$ cat config.mk
export PLATFORM = sky130hd
export DESIGN_NAME = box_plot_seq
export DESIGN_NICKNAME = d
export VERILOG_FILES = /design/src/rtl/plot_pkg.sv /design/src/rtl/box_coord_table.sv /design/src/rtl/box_plot_seq.sv
export SDC_FILE = /design/constraint.sdc
export NUM_CORES = 1
export LEC_CHECK = 0
export ABC_CLOCK_PERIOD_IN_PS = 2910
export CAP_MARGIN = 30
export CORE_MARGIN = 10
export CORE_UTILIZATION = 59
export CTS_CLUSTER_DIAMETER = 40
export DETAILED_ROUTE_END_ITERATION = 12
export GPL_TIMING_DRIVEN = 0
export HOLD_SLACK_MARGIN = 0.08
export PLACE_DENSITY_LB_ADDON = 0.08
export SLEW_MARGIN = 20
export SYNTH_ARGS = -nofsm -noshare
export SYNTH_HDL_FRONTEND = slang
export SYNTH_SLANG_ARGS = --single-unit
export TNS_END_PERCENT = 20
$ cat constraint.sdc
create_clock -name clk -period 2.91 [get_ports clk]
set_input_delay 0.873 -clock clk [delete_from_list [all_inputs] [get_ports clk]]
set_output_delay 0.873 -clock clk [all_outputs]
set_load 0.01 [all_outputs]
$ cat src/rtl/plot_pkg.sv
// Shared definitions for the VGA plotting blocks: sequencer states,
// default coordinate/colour widths and common colour codes.
package plot_pkg;

    typedef enum logic [1:0] {
        ST_IDLE  = 2'd0,
        ST_FETCH = 2'd1,
        ST_DRAW  = 2'd2,
        ST_DONE  = 2'd3
    } state_t;

    localparam int unsigned DEF_X_W = 8;
    localparam int unsigned DEF_Y_W = 7;
    localparam int unsigned DEF_C_W = 3;

    localparam logic [DEF_C_W-1:0] COL_BLACK = 3'b000;
    localparam logic [DEF_C_W-1:0] COL_BLUE  = 3'b001;
    localparam logic [DEF_C_W-1:0] COL_GREEN = 3'b010;
    localparam logic [DEF_C_W-1:0] COL_RED   = 3'b100;
    localparam logic [DEF_C_W-1:0] COL_WHITE = 3'b111;

endpackage

$ cat src/rtl/box_coord_table.sv
// Register file of box origins: async-cleared write port, combinational read.
module box_coord_table #(
    parameter int unsigned N_BOXES = 34,
    parameter int unsigned X_W     = 8,
    parameter int unsigned Y_W     = 7,
    parameter int unsigned AW      = 6
) (
    input  logic           clk,
    input  logic           resetn,
    input  logic           i_we,
    input  logic [AW-1:0]  i_waddr,
    input  logic [X_W-1:0] i_wx,
    input  logic [Y_W-1:0] i_wy,
    input  logic [AW-1:0]  i_raddr,
    output logic [X_W-1:0] o_rx,
    output logic [Y_W-1:0] o_ry
);

    logic [X_W-1:0] r_x [N_BOXES];
    logic [Y_W-1:0] r_y [N_BOXES];
    logic           w_waddr_ok;
    logic           w_raddr_ok;

    // Extra bit keeps the range check correct when N_BOXES is a power of two.
    assign w_waddr_ok = {1'b0, i_waddr} < (AW+1)'(N_BOXES);
    assign w_raddr_ok = {1'b0, i_raddr} < (AW+1)'(N_BOXES);

    always_ff @(posedge clk or negedge resetn) begin
        if (!resetn) begin
            for (int k = 0; k < int'(N_BOXES); k++) begin
                r_x[k] <= '0;
                r_y[k] <= '0;
            end
        end else if (i_we && w_waddr_ok) begin
            r_x[i_waddr] <= i_wx;
            r_y[i_waddr] <= i_wy;
        end
    end

    assign o_rx = w_raddr_ok ? r_x[i_raddr] : '0;
    assign o_ry = w_raddr_ok ? r_y[i_raddr] : '0;

endmodule

$ cat src/rtl/box_plot_seq.sv
// Walks the origin table and expands each entry into a BOX_W x BOX_H pixel
// block, one registered pixel per clock, in fill or outline mode.
module box_plot_seq
    import plot_pkg::*;
#(
    parameter int unsigned N_BOXES = 34,
    parameter int unsigned BOX_W   = 3,
    parameter int unsigned BOX_H   = 3,
    parameter int unsigned X_W     = DEF_X_W,
    parameter int unsigned Y_W     = DEF_Y_W,
    parameter int unsigned C_W     = DEF_C_W,
    localparam int unsigned AW     = (N_BOXES > 1) ? $clog2(N_BOXES) : 1,
    localparam int unsigned CW     = $clog2(N_BOXES + 1)
) (
    input  logic           clk,
    input  logic           resetn,
    input  logic           tbl_we,
    input  logic [AW-1:0]  tbl_addr,
    input  logic [X_W-1:0] tbl_x,
    input  logic [Y_W-1:0] tbl_y,
    input  logic           start,
    input  logic [CW-1:0]  count,
    input  logic [C_W-1:0] colour_in,
    input  logic           outline,
    output logic [X_W-1:0] x,
    output logic [Y_W-1:0] y,
    output logic [C_W-1:0] colour,
    output logic           plot,
    output logic           busy,
    output logic           done
);

    localparam int unsigned COLW = (BOX_W > 1) ? $clog2(BOX_W) : 1;
    localparam int unsigned ROWW = (BOX_H > 1) ? $clog2(BOX_H) : 1;
    localparam logic [COLW-1:0] COL_LAST = COLW'(BOX_W - 1);
    localparam logic [ROWW-1:0] ROW_LAST = ROWW'(BOX_H - 1);

    state_t          r_state;
    logic [CW-1:0]   r_cnt;
    logic [CW-1:0]   r_i;
    logic [COLW-1:0] r_col;
    logic [ROWW-1:0] r_row;
    logic [X_W-1:0]  r_ox;
    logic [Y_W-1:0]  r_oy;
    logic [C_W-1:0]  r_colour;
    logic            r_outline;

    logic [X_W-1:0]  w_tx;
    logic [Y_W-1:0]  w_ty;
    logic [CW-1:0]   w_i_next;
    logic [CW-1:0]   w_count_clamp;
    logic            w_col_last;
    logic            w_row_last;
    logic            w_interior;

    box_coord_table #(
        .N_BOXES (N_BOXES),
        .X_W     (X_W),
        .Y_W     (Y_W),
        .AW      (AW)
    ) u_table (
        .clk     (clk),
        .resetn  (resetn),
        .i_we    (tbl_we),
        .i_waddr (tbl_addr),
        .i_wx    (tbl_x),
        .i_wy    (tbl_y),
        .i_raddr (AW'(r_i)),
        .o_rx    (w_tx),
        .o_ry    (w_ty)
    );

    assign w_i_next      = r_i + CW'(1);
    assign w_count_clamp = (count > CW'(N_BOXES)) ? CW'(N_BOXES) : count;
    assign w_col_last    = (r_col == COL_LAST);
    assign w_row_last    = (r_row == ROW_LAST);
    assign w_interior    = (r_col != '0) && !w_col_last && (r_row != '0) && !w_row_last;

    always_ff @(posedge clk or negedge resetn) begin
        if (!resetn) begin
            r_state   <= ST_IDLE;
            r_cnt     <= '0;
            r_i       <= '0;
            r_col     <= '0;
            r_row     <= '0;
            r_ox      <= '0;
            r_oy      <= '0;
            r_colour  <= '0;
            r_outline <= 1'b0;
            x         <= '0;
            y         <= '0;
            colour    <= '0;
            plot      <= 1'b0;
            busy      <= 1'b0;
            done      <= 1'b0;
        end else begin
            case (r_state)
                ST_IDLE: begin
                    plot <= 1'b0;
                    done <= 1'b0;
                    if (start) begin
                        if (count == '0) begin
                            r_state <= ST_DONE;
                        end else begin
                            r_state   <= ST_FETCH;
                            r_cnt     <= w_count_clamp;
                            r_colour  <= colour_in;
                            r_outline <= outline;
                            r_i       <= '0;
                            busy      <= 1'b1;
                        end
                    end
                end
                ST_FETCH: begin
                    plot    <= 1'b0;
                    r_ox    <= w_tx;
                    r_oy    <= w_ty;
                    r_col   <= '0;
                    r_row   <= '0;
                    r_state <= ST_DRAW;
                end
                ST_DRAW: begin
                    // Interior pixels still cost a cycle in outline mode so run length is mode-independent.
                    x      <= r_ox + X_W'(r_col);
                    y      <= r_oy + Y_W'(r_row);
                    colour <= r_colour;
                    plot   <= !(r_outline && w_interior);
                    if (!w_col_last) begin
                        r_col <= r_col + COLW'(1);
                    end else begin
                        r_col <= '0;
                        if (!w_row_last) begin
                            r_row <= r_row + ROWW'(1);
                        end else begin
                            r_row   <= '0;
                            r_i     <= w_i_next;
                            r_state <= (w_i_next < r_cnt) ? ST_FETCH : ST_DONE;
                        end
                    end
                end
                ST_DONE: begin
                    plot    <= 1'b0;
                    busy    <= 1'b0;
                    done    <= 1'b1;
                    r_state <= ST_IDLE;
                end
                default: r_state <= ST_IDLE;
            endcase
        end
    end

endmodule

==> flow_summary.toml <==
[timing]
fin_skew_ps = 18.5
fin_ws_ps = 31.2
timing.fmax_ghz = 0.347
fin_crit_ps = 2880
slew_viol_final = 0
rsz0062_at_grt = "yes"
finalCritPeriodShare_pct = 98.9
slew_headroom_pct = 38.0
setup-violations-final = 0
hold_viol = 0
worst_pin_slew_ps = 927

[detailed_routing]
viasPerCell = 6.23
route.detailed.drc = 0
routed_wl_um = 67300
dr.pass1.iters = 5
drtIter0Drc = 1042
antenna_violating_nets_post_route = 0
wl_per_cell_um = 26.4
vias = 15900

[cells_and_area]
layout-area-overhead-vs-synth_pct = 16.9
antennaDiodeCount = 0
finish.utilization_pct = 70.1
fin_nets = 1950
drive_above_1_share_pct = 42.3
fillerInstances = 2964

[placement]
io_buffers = 54
post-dp-hpwl_um = 49000
pre_cts_slack_ps = -716
gp_congestion = 0.847

[worst_setup_path]
reg2reg_depth = 10
worstPathRequired_ps = 3390
crit_fanout = 10
start_kind = "register"
path_class = "register to register"
crit_path_end_kind = "register"
rrSetupSlack_ps = 30
cp.arrival_ps = 3350
timing.rr.start = "r_i[1]"
r2r_end = "r_state[1]"

[logic_synthesis]
yosysSeqAreaShare_pct = 54.8
synth_cell_types = 51
postSynthCellCount = 1753
avgSynthCellArea_um2 = 14.8
syn_nets = 1806
synth_warnings = 0
synth-edff-count = 0
async_reset_ff_share_pct = 100
ys_seq_elements = 568
synthFlopType = "dfrtp_1"
syn_area_mm2 = 0.0259

[global_routing]
antenna_found_initial = 0
grt_use_met3_pct = 4.56
grt_pass1_wl_um = 104000
grtUsageMet1_pct = 34.1
grt_util_met2_pct = 42.4
grt_busiest_layer = "met2"
grt_start_max_net_pins = 106
grt_pass1_vias = 17100
grt.overflow.total = 0
track_usage_pct = 25.8

[pwr]
pwr-share-seq_pct = 42.8
switching_share_pct = 25.5
p_leak_uw = 0.0137
p_comb_share_pct = 13.7
clockPowerShare_pct = 43.5
power_density_mw_per_mm2 = 759
intPower_uw = 17100
ir_drop_mv = 0.512
power_switching_uw = 5870

[floorplanning]
die_area_mm2 = 0.0527
rows = 76
dieWidth_um = 230
die_h_um = 230
design.core.area_mm2 = 0.0433
initial_core_util_pct = 59.9
io_pins = 56

[clock_tree]
h-tree-depth = 3
path_clk_slew_ps = 50
clk_path_buf_depth = 3
cts_tree = "yes"
clock_latency_ps = 620
cts_made_buffers = 81
cts_num_sinks = 568
post-cts-setup-buffer-count = 0
cts-root-buf = "clkbuf_16"

[flow_run]
max_cap_violations = 0

[hold_path]
hold_class = "primary input to async pin"

[run_status]
status = "finished clean"
-- per-stage QoR --
stage	hold WS, ps	std cells	TNS, ps	total power [uW]	instance area, um^2
after floorplan	428	1753	0	11800	25900
after global placement	448	2392	-	12900	27200
after detailed placement	456	2401	-157750	13100	27400
after CTS	161	2544	-1160	23100	30200
after global routing	192	2544	-1090	23900	30300
final	166	2544	0	23000	30300
-- critical path: stages, from the launching register on --
cell and delay (ps):
dfrtp_1 360, buf_2 250, buf_4 300, buf_4 290
nand4_1 180, xnor2_2 240, ha_1 280, and3_1 200
a2111oi_0 390, a22o_1 180, o21ai_0 60
-- area by class of cell --
class / count / area (um^2) / area share (%)
repair buffers: 63 / 744 / 2.46
flip-flops and latches: 568 / 14200 / 46.9
plain buffers: 139 / 699 / 2.31
well taps: 585 / 732 / 2.41
multi-input cells: 1024 / 11100 / 36.5
clock inverters: 41 / 458 / 1.51
inverters: 20 / 75.1 / 0.248
clock buffers: 104 / 2310 / 7.62
-- power by group through the flow --
stage          clock [uW]  combinational (uW)  sequential (uW)
2_1_floorplan           0                2030             9800
3_3_place_gp            0                3010             9930
3_5_place_dp            0                3160             9960
4_1_cts             10100                3180             9830
5_1_grt             10500                3470             9980
6_report            10000                3160             9850
-- worst max-delay path by stage --
stage / slack (ps) / depth (start not counted) / endpoint / start
after floorplan: 300 / 11 / r_state[1] / r_i[0]
after global placement: -23360 / 1 / u_table.r_x[114] / resetn
after detailed placement: -720 / 5 / u_table.r_x[267] / tbl_addr[2]
after CTS: -70 / 5 / u_table.r_x[267] / tbl_addr[2]
after global routing: -190 / 11 / r_state[1] / r_i[0]
final: 30 / 10 / r_state[1] / r_i[1]
-- flip-flops by register name (all words and copies together), names as in the netlist, 6 cells and up --
name / count
u_table.r_y: 238
x: 8
r_oy: 7
r_cnt: 6
r_ox: 8
y: 7
u_table.r_x: 272
r_i: 6
-- layout by cell type (no fill, tap or decap), drive strengths merged, types with 2 or more instances in the layout --
cell type and n:
mux4 92, fa 2, a211oi 15, a21oi 43, ha 16, buf 57
xor2 5, clkdlybuf4s50 53, clkinvlp 6, nor2b 6, a22oi 14, inv 32
clkbuf 196, bufinv 7, o31ai 2, o22ai 4, mux2i 75, a221o 14
a21o 3, nand2 39, dfrtp 568, nor3b 2, and2 2, a22o 20
nor3 7, clkinv 16, o221ai 30, xnor2 10, nand3b 5, nand2b 7
nand3 9, nand4 4, nor2 51, mux2 524, o21ai 11
-- cell usage after synthesis (17+ instances only) --
library cell	count	area share, %
dfrtp_1	568	55
mux2_2	524	23
clkbuf_1	90	1.3
mux2i_1	75	2.9
mux4_2	75	6.5
nor2_1	51	0.74
a21oi_1	43	0.83
buf_2	39	0.75
nand2_1	39	0.56
o221ai_1	30	1.0
a22o_1	20	0.68
inv_1	19	0.27
mux4_1	17	1.7
-- metal layers --
| metal | share of wire, % | up-vias |
|---|---|---|
| met2 | 49 | 453 |
| li1 | - | 6818 |
| met3 | 5.8 | 114 |
| met5 | 0 | - |
| met4 | 2.8 | 0 |
| met1 | 42 | 8472 |
-- logic make-up after synthesis --
kind of cell / count (synthesis) / share of synthesized area (%)
xor+xnor: 15 / 0.507
fa+ha+maj: 18 / 0.926
flops: 568 / 54.8
simple gates: 137 / 2.42
mux: 691 / 33.9
compound gates: 163 / 4.60
buf+inv: 161 / 2.86
-- what timing repair did --
action / in CTS / in global routing
setup endpoints to repair: 36 / 118
pin swaps: 0 / 0
gates resized for setup: 25 / 21
hold buffers: 0 / 0
No activity file was read; power rests on OpenSTA's default activity.
